===== config.mk =====
export PLATFORM = sky130hd
export DESIGN_NAME = reg_xfer_ctrl_flat
export DESIGN_NICKNAME = d
export VERILOG_FILES = /design/src/rtl/cpu6502_pkg.sv /design/src/rtl/reg_xfer_ctrl_if.sv /design/src/rtl/reg_xfer_decode.sv /design/src/rtl/reg_xfer_ctrl.sv /design/src/flat_wrapper.sv
export SDC_FILE = /design/constraint.sdc
export NUM_CORES = 1
export LEC_CHECK = 0
export ABC_AREA = 1
export BUFFER_PORTS_ARGS = -buffer_cell sky130_fd_sc_hd__buf_2
export CORE_UTILIZATION = 35
export CTS_CLUSTER_SIZE = 25
export DETAILED_ROUTE_END_ITERATION = 10
export HOLD_SLACK_MARGIN = 0.05
export SLEW_MARGIN = 5
export SYNTH_ARGS = -nofsm -noshare
export SYNTH_HDL_FRONTEND = slang
export SYNTH_HIERARCHICAL = 1
export SYNTH_SLANG_ARGS = --single-unit

===== constraint.sdc =====
create_clock -name clk_in -period 3.7 [get_ports clk_in]
set_clock_uncertainty 0.1 [all_clocks]
set_input_delay 1.11 -clock clk_in [delete_from_list [all_inputs] [get_ports clk_in]]
set_output_delay 1.11 -clock clk_in [all_outputs]
set_load 0.005 [all_outputs]

===== src/rtl/cpu6502_pkg.sv =====
// Shared 6502 register-transfer definitions: opcode values, controller state
// encoding and the decoded-opcode record passed from decoder to controller.
package cpu6502_pkg;

  localparam logic [7:0] OP_LDA_IMM = 8'hA9;
  localparam logic [7:0] OP_LDX_IMM = 8'hA2;
  localparam logic [7:0] OP_LDY_IMM = 8'hA0;
  localparam logic [7:0] OP_TAX     = 8'hAA;
  localparam logic [7:0] OP_TXA     = 8'h8A;
  localparam logic [7:0] OP_TAY     = 8'hA8;
  localparam logic [7:0] OP_TYA     = 8'h98;
  localparam logic [7:0] OP_INX     = 8'hE8;
  localparam logic [7:0] OP_DEX     = 8'hCA;
  localparam logic [7:0] OP_INY     = 8'hC8;
  localparam logic [7:0] OP_DEY     = 8'h88;
  localparam logic [7:0] OP_NOP     = 8'hEA;

  typedef enum logic [1:0] {
    ST_IDLE    = 2'd0,
    ST_DECODE  = 2'd1,
    ST_OPERAND = 2'd2,
    ST_EXEC    = 2'd3
  } state_e;

  typedef enum logic [1:0] {CLS_ILLEGAL, CLS_IMM, CLS_IMPL} op_class_e;
  typedef enum logic [1:0] {DST_NONE, DST_A, DST_X, DST_Y} dest_e;
  typedef enum logic [1:0] {SRC_OPERAND, SRC_A, SRC_X, SRC_Y} src_e;
  typedef enum logic [1:0] {ALU_PASS, ALU_INC, ALU_DEC} alu_e;

  typedef struct packed {
    op_class_e cls;
    dest_e     dest;
    src_e      src;
    alu_e      alu;
  } op_decode_t;

endpackage


===== src/rtl/reg_xfer_ctrl_if.sv =====
// Opcode handshake, operand fetch and register-file signals of the transfer
// controller; master is the CPU side offering opcodes, slave is the controller.
interface reg_xfer_ctrl_if;
  logic       op_valid;
  logic       op_ready;
  logic [7:0] opcode;
  logic [7:0] data_bus_in;
  logic       data_req;
  logic       data_valid;
  logic [7:0] acc_val;
  logic [7:0] x_val;
  logic [7:0] y_val;
  logic       acc_load;
  logic       x_load;
  logic       y_load;
  logic [7:0] reg_data_out;
  logic       flag_n;
  logic       flag_z;
  logic       flags_load;
  logic       done;
  logic       illegal_op;

  modport master (
    output op_valid, opcode, data_bus_in, data_valid, acc_val, x_val, y_val,
    input  op_ready, data_req, acc_load, x_load, y_load, reg_data_out,
           flag_n, flag_z, flags_load, done, illegal_op
  );

  modport slave (
    input  op_valid, opcode, data_bus_in, data_valid, acc_val, x_val, y_val,
    output op_ready, data_req, acc_load, x_load, y_load, reg_data_out,
           flag_n, flag_z, flags_load, done, illegal_op
  );
endinterface


===== src/rtl/reg_xfer_decode.sv =====
// Combinational opcode classifier: addressing class, destination register,
// result source and increment/decrement selection.
module reg_xfer_decode
  import cpu6502_pkg::*;
(
  input  logic [7:0] opcode_i,
  output op_decode_t dec_o
);

  always_comb begin
    // NOTE: every field gets a default first so no path leaves a latch behind.
    dec_o = '{cls: CLS_ILLEGAL, dest: DST_NONE, src: SRC_OPERAND, alu: ALU_PASS};
    case (opcode_i)
      OP_LDA_IMM: dec_o = '{cls: CLS_IMM,  dest: DST_A,    src: SRC_OPERAND, alu: ALU_PASS};
      OP_LDX_IMM: dec_o = '{cls: CLS_IMM,  dest: DST_X,    src: SRC_OPERAND, alu: ALU_PASS};
      OP_LDY_IMM: dec_o = '{cls: CLS_IMM,  dest: DST_Y,    src: SRC_OPERAND, alu: ALU_PASS};
      OP_TAX:     dec_o = '{cls: CLS_IMPL, dest: DST_X,    src: SRC_A,       alu: ALU_PASS};
      OP_TAY:     dec_o = '{cls: CLS_IMPL, dest: DST_Y,    src: SRC_A,       alu: ALU_PASS};
      OP_TXA:     dec_o = '{cls: CLS_IMPL, dest: DST_A,    src: SRC_X,       alu: ALU_PASS};
      OP_TYA:     dec_o = '{cls: CLS_IMPL, dest: DST_A,    src: SRC_Y,       alu: ALU_PASS};
      OP_INX:     dec_o = '{cls: CLS_IMPL, dest: DST_X,    src: SRC_X,       alu: ALU_INC};
      OP_DEX:     dec_o = '{cls: CLS_IMPL, dest: DST_X,    src: SRC_X,       alu: ALU_DEC};
      OP_INY:     dec_o = '{cls: CLS_IMPL, dest: DST_Y,    src: SRC_Y,       alu: ALU_INC};
      OP_DEY:     dec_o = '{cls: CLS_IMPL, dest: DST_Y,    src: SRC_Y,       alu: ALU_DEC};
      OP_NOP:     dec_o = '{cls: CLS_IMPL, dest: DST_NONE, src: SRC_OPERAND, alu: ALU_PASS};
      default:    ;
    endcase
  end

endmodule


===== src/rtl/reg_xfer_ctrl.sv =====
// 6502 register-transfer controller: accepts one opcode, fetches an immediate
// operand when needed, then issues a single-cycle register/flag write.
module reg_xfer_ctrl
  import cpu6502_pkg::*;
(
  input logic            clk_in,
  input logic            reset,
  reg_xfer_ctrl_if.slave bus
);

  state_e     state_q, state_d;
  logic [7:0] opcode_q, opcode_d;
  logic [7:0] operand_q, operand_d;
  op_decode_t dec;
  logic [7:0] src_val;
  logic [7:0] result;
  logic       exec_live;
  logic       wr_en;

  reg_xfer_decode u_decode (
    .opcode_i (opcode_q),
    .dec_o    (dec)
  );

  always_comb begin
    state_d   = state_q;
    opcode_d  = opcode_q;
    operand_d = operand_q;
    case (state_q)
      ST_IDLE: begin
        if (bus.op_valid) begin
          opcode_d = bus.opcode;
          state_d  = ST_DECODE;
        end
      end
      ST_DECODE: begin
        case (dec.cls)
          CLS_IMM:  state_d = ST_OPERAND;
          CLS_IMPL: state_d = ST_EXEC;
          default:  state_d = ST_IDLE;
        endcase
      end
      ST_OPERAND: begin
        if (bus.data_valid) begin
          operand_d = bus.data_bus_in;
          state_d   = ST_EXEC;
        end
      end
      default: state_d = ST_IDLE;
    endcase
  end

  // NOTE: state registers use non-blocking assignments; reset is sampled on the clock edge only.
  always_ff @(posedge clk_in) begin
    if (!reset) begin
      state_q   <= ST_IDLE;
      opcode_q  <= 8'h00;
      operand_q <= 8'h00;
    end else begin
      state_q   <= state_d;
      opcode_q  <= opcode_d;
      operand_q <= operand_d;
    end
  end

  // Register sources are read live in EXEC so the result reflects current contents.
  always_comb begin
    case (dec.src)
      SRC_A:   src_val = bus.acc_val;
      SRC_X:   src_val = bus.x_val;
      SRC_Y:   src_val = bus.y_val;
      default: src_val = operand_q;
    endcase
    case (dec.alu)
      ALU_INC: result = src_val + 8'd1;
      ALU_DEC: result = src_val - 8'd1;
      default: result = src_val;
    endcase
  end

  // Strobes are gated by reset so an abort during EXEC or DECODE never writes.
  assign exec_live = (state_q == ST_EXEC) && reset;
  assign wr_en     = exec_live && (dec.dest != DST_NONE);

  assign bus.op_ready     = (state_q == ST_IDLE);
  assign bus.data_req     = (state_q == ST_OPERAND);
  assign bus.done         = exec_live;
  assign bus.illegal_op   = (state_q == ST_DECODE) && (dec.cls == CLS_ILLEGAL) && reset;
  assign bus.acc_load     = wr_en && (dec.dest == DST_A);
  assign bus.x_load       = wr_en && (dec.dest == DST_X);
  assign bus.y_load       = wr_en && (dec.dest == DST_Y);
  assign bus.flags_load   = wr_en;
  assign bus.reg_data_out = wr_en ? result : 8'h00;
  assign bus.flag_n       = wr_en && result[7];
  assign bus.flag_z       = wr_en && (result == 8'h00);

endmodule

===== src/flat_wrapper.sv =====
// flat-port wrapper written by rule: the top's interface ports become plain ports
module reg_xfer_ctrl_flat import cpu6502_pkg::*;
  (clk_in, reset, bus_op_valid, bus_opcode, bus_data_bus_in, bus_data_valid, bus_acc_val, bus_x_val, bus_y_val, bus_op_ready, bus_data_req, bus_acc_load, bus_x_load, bus_y_load, bus_reg_data_out, bus_flag_n, bus_flag_z, bus_flags_load, bus_done, bus_illegal_op);
  reg_xfer_ctrl_if bus_i ();
  input logic clk_in;
  input logic reset;
  input wire logic [$bits(bus_i.op_valid)-1:0] bus_op_valid;
  input wire logic [$bits(bus_i.opcode)-1:0] bus_opcode;
  input wire logic [$bits(bus_i.data_bus_in)-1:0] bus_data_bus_in;
  input wire logic [$bits(bus_i.data_valid)-1:0] bus_data_valid;
  input wire logic [$bits(bus_i.acc_val)-1:0] bus_acc_val;
  input wire logic [$bits(bus_i.x_val)-1:0] bus_x_val;
  input wire logic [$bits(bus_i.y_val)-1:0] bus_y_val;
  output wire logic [$bits(bus_i.op_ready)-1:0] bus_op_ready;
  output wire logic [$bits(bus_i.data_req)-1:0] bus_data_req;
  output wire logic [$bits(bus_i.acc_load)-1:0] bus_acc_load;
  output wire logic [$bits(bus_i.x_load)-1:0] bus_x_load;
  output wire logic [$bits(bus_i.y_load)-1:0] bus_y_load;
  output wire logic [$bits(bus_i.reg_data_out)-1:0] bus_reg_data_out;
  output wire logic [$bits(bus_i.flag_n)-1:0] bus_flag_n;
  output wire logic [$bits(bus_i.flag_z)-1:0] bus_flag_z;
  output wire logic [$bits(bus_i.flags_load)-1:0] bus_flags_load;
  output wire logic [$bits(bus_i.done)-1:0] bus_done;
  output wire logic [$bits(bus_i.illegal_op)-1:0] bus_illegal_op;
  assign bus_i.op_valid = bus_op_valid;
  assign bus_i.opcode = bus_opcode;
  assign bus_i.data_bus_in = bus_data_bus_in;
  assign bus_i.data_valid = bus_data_valid;
  assign bus_i.acc_val = bus_acc_val;
  assign bus_i.x_val = bus_x_val;
  assign bus_i.y_val = bus_y_val;
  assign bus_op_ready = bus_i.op_ready;
  assign bus_data_req = bus_i.data_req;
  assign bus_acc_load = bus_i.acc_load;
  assign bus_x_load = bus_i.x_load;
  assign bus_y_load = bus_i.y_load;
  assign bus_reg_data_out = bus_i.reg_data_out;
  assign bus_flag_n = bus_i.flag_n;
  assign bus_flag_z = bus_i.flag_z;
  assign bus_flags_load = bus_i.flags_load;
  assign bus_done = bus_i.done;
  assign bus_illegal_op = bus_i.illegal_op;
  reg_xfer_ctrl u_core (.clk_in(clk_in), .reset(reset), .bus(bus_i));
endmodule

==> results.py <==
metrics = {
    "yosys": {
        "cell_taking_the_most_area_after_synthesis": "dfxtp_1",
        "postSynthRegisterBits": 18,
        "unique_masters_post_synth": 30,
        "syn-cell-area_sq_mm": 0.001762,
        "largest_cells_by_area_after_synthesis": "dfxtp_1 20%, nand2_1 16%, nand3_1 9.7%, nor2_1 8.7%, inv_1 8.5%",
        "fraction_of_post_synthesis_cell_area_in_the_top_cell_type_by_area_pct": 20.45,
        "synth_area_per_cell_sq_um": 5.757,
        "synth_warnings": 6,
        "syn-num-nets": 360,
        "synth.yosys.seq_area_share_pct": 20.45,
        "synthesis.instances": 306,
    },
    "grt": {
        "vias_in_the_first_global_route": 2264,
        "overall_overflow_remaining_after_global_route": 0,
        "number_of_antenna_violations_at_the_first_check_in_global_routing": 0,
        "grt_util_all_layers_pct": 22.48,
        "grt_max_degree": 13,
        "first_pass_grt_wire_length_mm": 9.459,
    },
    "placement": {
        "dp_slack_ns": -0.5324,
        "globalplace.congestion": 0.8316,
        "placement.io_buffers": 61,
        "post-place-cells": 472,
        "post-dp-hpwl_mm": 4.287,
    },
    "die": {
        "start_util_pct": 36.81,
        "floorplan.core_area_sq_mm": 0.004786,
        "io-pin-count": 62,
        "die_h_microns": 72.95,
        "num_rows": 25,
        "dieWidth_microns": 72.95,
        "fp.dieArea_sq_mm": 0.005321,
    },
    "sta": {
        "timing.fmax_ghz": 0.2318,
        "drv_slew": 0,
        "post_layout_minimum_cycle_time_ns": 4.315,
        "rsz0062_at_grt": "yes",
        "worst_pin_slew_ns": 0.3590,
        "setup_total_negative_slack_ns": -4.220,
        "final-setup-viol-count": 9,
        "finalHoldViolations": 0,
        "worst_slew_margin_rel_pct": 76.01,
        "finalCritPeriodShare_pct": 116.6,
        "finalWorstSetupSlack_ns": -0.6149,
    },
    "final_layout": {
        "final_net_count": 490,
        "final_cell_count_no_fill": 502,
        "antenna_cells": 0,
        "layout_commonest_cell": "buf_2",
        "area_growth_pct": 81.25,
        "drive_gt1_share_pct": 57.70,
        "mostFrequentLayoutCells": "61 x buf_2, 58 x buf_4, 53 x nand2_1",
    },
    "critical_path": {
        "setup.reg_to_reg.worst_slack_ns": 1.90,
        "maximum_fanout_count_along_the_critical_path": 5,
        "startpoint_type": "flip-flop",
        "arrival_ns": 3.10,
        "path_cells": "inv_2 -> nand2_4 -> nor2_4 -> nand2_2 -> nand2_2 -> nor2_2 -> nand3b_1 -> inv_2 -> buf_6 -> o21ai_4 -> nand3_2 -> o21ai_4 -> inv_2 -> ha_4 -> a21oi_2 -> nor2_1 -> a211oi_2 -> nand2_1 -> nand3_2 -> nand3_2 -> a21oi_2 -> buf_2",
        "worst_setup_path_end_kind": "primary output",
        "crit_path_top_delay_cell": "dfxtp_2",
        "critPathTopFamily": "simple AND/OR/NAND/NOR gates",
        "worstSetupPathType": "flip-flop to primary output",
        "worst_r2r_path_depth": 12,
        "worstReg2RegStart": "u_core/opcode_q[6]$_SDFFE_PN0P_",
        "timing.critical_path.buf_inv": 5,
        "reg_to_reg_critical_path_endpoint": "u_core/state_q[0]$_SDFFE_PN0P_",
        "worstPathRequired_ns": 2.49,
        "critPathMaxStageDelay_ns": 0.32,
    },
    "detailed_routing": {
        "top_layer_used": "met4",
        "drt.antenna.violating_nets": 0,
        "number_of_optimization_iterations_in_the_first_detailed_route_pass": 4,
        "routed_len_inst_microns": 11.85,
        "finalWirelength_mm": 5.950,
        "dr_total_vias": 2396,
        "met3_wirelength_microns": 180,
        "routedLengthMet1_mm": 2.654,
        "routed-wl-met2_mm": 3.001,
        "viasPerCell": 4.773,
        "drc_violation_count_after_routing": 0,
        "drt-initial-drc-count": 112,
    },
    "outcome": {
        "failing_checks": "negative setup slack",
        "outcome": "complete, but fails checks",
    },
    "hold_path": {
        "class_of_the_tightest_hold_or_removal_check": "flip-flop to flip-flop",
        "min_to": "u_core/operand_q[0]$_SDFFE_PN0P_",
        "min-delay-start": "u_core/operand_q[0]$_SDFFE_PN0P_",
        "cell_depth_of_the_worst_min_delay_path": 2,
    },
    "clock_network": {
        "cts_tree": "built",
        "cts-hold-fix-buffers": 0,
        "cts.sink_count": 18,
        "cts-htree-levels": 1,
        "cts.path.max_buffers": 2,
        "clkSlewWorstSetupHoldPaths_ns": 0.07,
        "clk_root_buffer_cell": "clkbuf_8",
        "clk-insertion-delay-late_ns": 0.25,
        "number_of_buffers_created_by_cts": 3,
    },
    "power_and_ir_drop": {
        "max-vdd-ir-drop_mv": 0.2199,
        "power.leakage_nw": 1.556,
        "power_per_cell_area_mw_per_mm2": 193.4,
    },
    "flow_run": {
        "max-cap-violations": 0,
    },
}
==> layout make-up <==
type | count | area (sq um)
Inverter | 42 | 176.4
Clock buffer | 4 | 55.05
Sequential cell | 18 | 377.9
Timing Repair Buffer | 130 | 873.3
Multi-Input combinational cell | 241 | 1627
Tap cell | 67 | 83.83
Fill cell | 417 | 1593
==> worst register-to-register path, stage by stage, from the launching register on <==
cell,delay (ns)
dfxtp_4,0.38
inv_4,0.05
nand2_8,0.08
nor2_4,0.04
nand2_2,0.08
nand2_2,0.07
buf_4,0.13
buf_4,0.11
nor2_1,0.12
nand3_2,0.11
ha_1,0.20
a21oi_1,0.16
nor3_1,0.07
==> synthesized netlist by cell type <==
| cell type | count |
|---|---|
| nand2_1 | 76 |
| nor2_1 | 41 |
| inv_1 | 40 |
| nand3_1 | 34 |
| o21ai_0 | 24 |
| a21oi_1 | 19 |
| dfxtp_1 | 18 |
| ha_1 | 9 |
| nand2_2 | 9 |
| nor3_1 | 5 |
| a21o_1 | 3 |
| clkbuf_1 | 3 |
| nand3b_1 | 3 |
| nand4_1 | 3 |
| nand3_2 | 2 |
| nor2_2 | 2 |
| nor2_4 | 2 |
| a211oi_1 | 1 |
| a21boi_0 | 1 |
| buf_2 | 1 |
| buf_4 | 1 |
| clkinv_2 | 1 |
| fa_1 | 1 |
| inv_2 | 1 |
| nor3_2 | 1 |
| o21a_1 | 1 |
| o21ai_2 | 1 |
| o21bai_1 | 1 |
| o22ai_1 | 1 |
| or2_2 | 1 |
==> through the flow <==
stage | power, mW | hold slack, ns | cell area, sq um | util, %
finish | 0.6175 | 0.3626 | 3193 | 66.72
global route | 0.6550 | 0.3826 | 3193 | 66.72
CTS | 0.5918 | 0.3648 | 2973 | 62.12
detailed placement | 0.3891 | 0.3522 | 2564 | 53.57
global placement | 0.3876 | 0.3470 | 2564 | 53.57
floorplan | 0.3122 | 0.3291 | 1863 | -
==> kinds of logic after synthesis <==
| family | count (synthesis) | synth area share [%] |
|---|---|---|
| compound gates | 52 | 16.05 |
| buf+inv | 47 | 10.37 |
| simple gates | 179 | 45.60 |
| flops | 18 | 20.45 |
| fa+ha+maj | 10 | 7.529 |
==> how the worst max path moves through the flow <==
stage	cells after the start	endpoint	start	slack (ns)
4_1_cts	22	bus_flag_n	u_core/opcode_q[2]$_SDFFE_PN0P_	-0.58
3_3_place_gp	22	bus_flag_z	u_core/opcode_q[5]$_SDFFE_PN0P_	-0.54
6_report	22	bus_flag_n	u_core/opcode_q[2]$_SDFFE_PN0P_	-0.61
3_5_place_dp	22	bus_flag_z	u_core/opcode_q[6]$_SDFFE_PN0P_	-0.53
5_1_grt	22	bus_reg_data_out[7]	u_core/opcode_q[2]$_SDFFE_PN0P_	-0.83
2_1_floorplan	13	bus_reg_data_out[7]	bus_acc_val[4]	-0.05
==> power breakdown <==
part	switching [mW]	internal (mW)
Combinational	0.125	0.118
Sequential	0.0113	0.205
Clock	0.0633	0.0944
==> registers in the layout (all words and copies together) (netlist names) <==
signal	count
u_core/state_q	2
u_core/opcode_q	8
u_core/operand_q	8
==> per-layer routing <==
| layer | GRT usage [%] | vias up |
|---|---|---|
| li1 | - | 1249 |
| met1 | 27.51 | 1068 |
| met2 | 40.91 | 67 |
| met3 | 1.381 | 12 |
| met4 | 8.932 | 0 |
| met5 | 0 | - |
==> timing repair <==
item,CTS,global route
gates resized for setup,85,43
pin swaps,38,31
endpoints found under the setup margin,9,10
buffers inserted,17,9
cloned,0,0
Note: power is estimated with default switching activity, not from simulation.
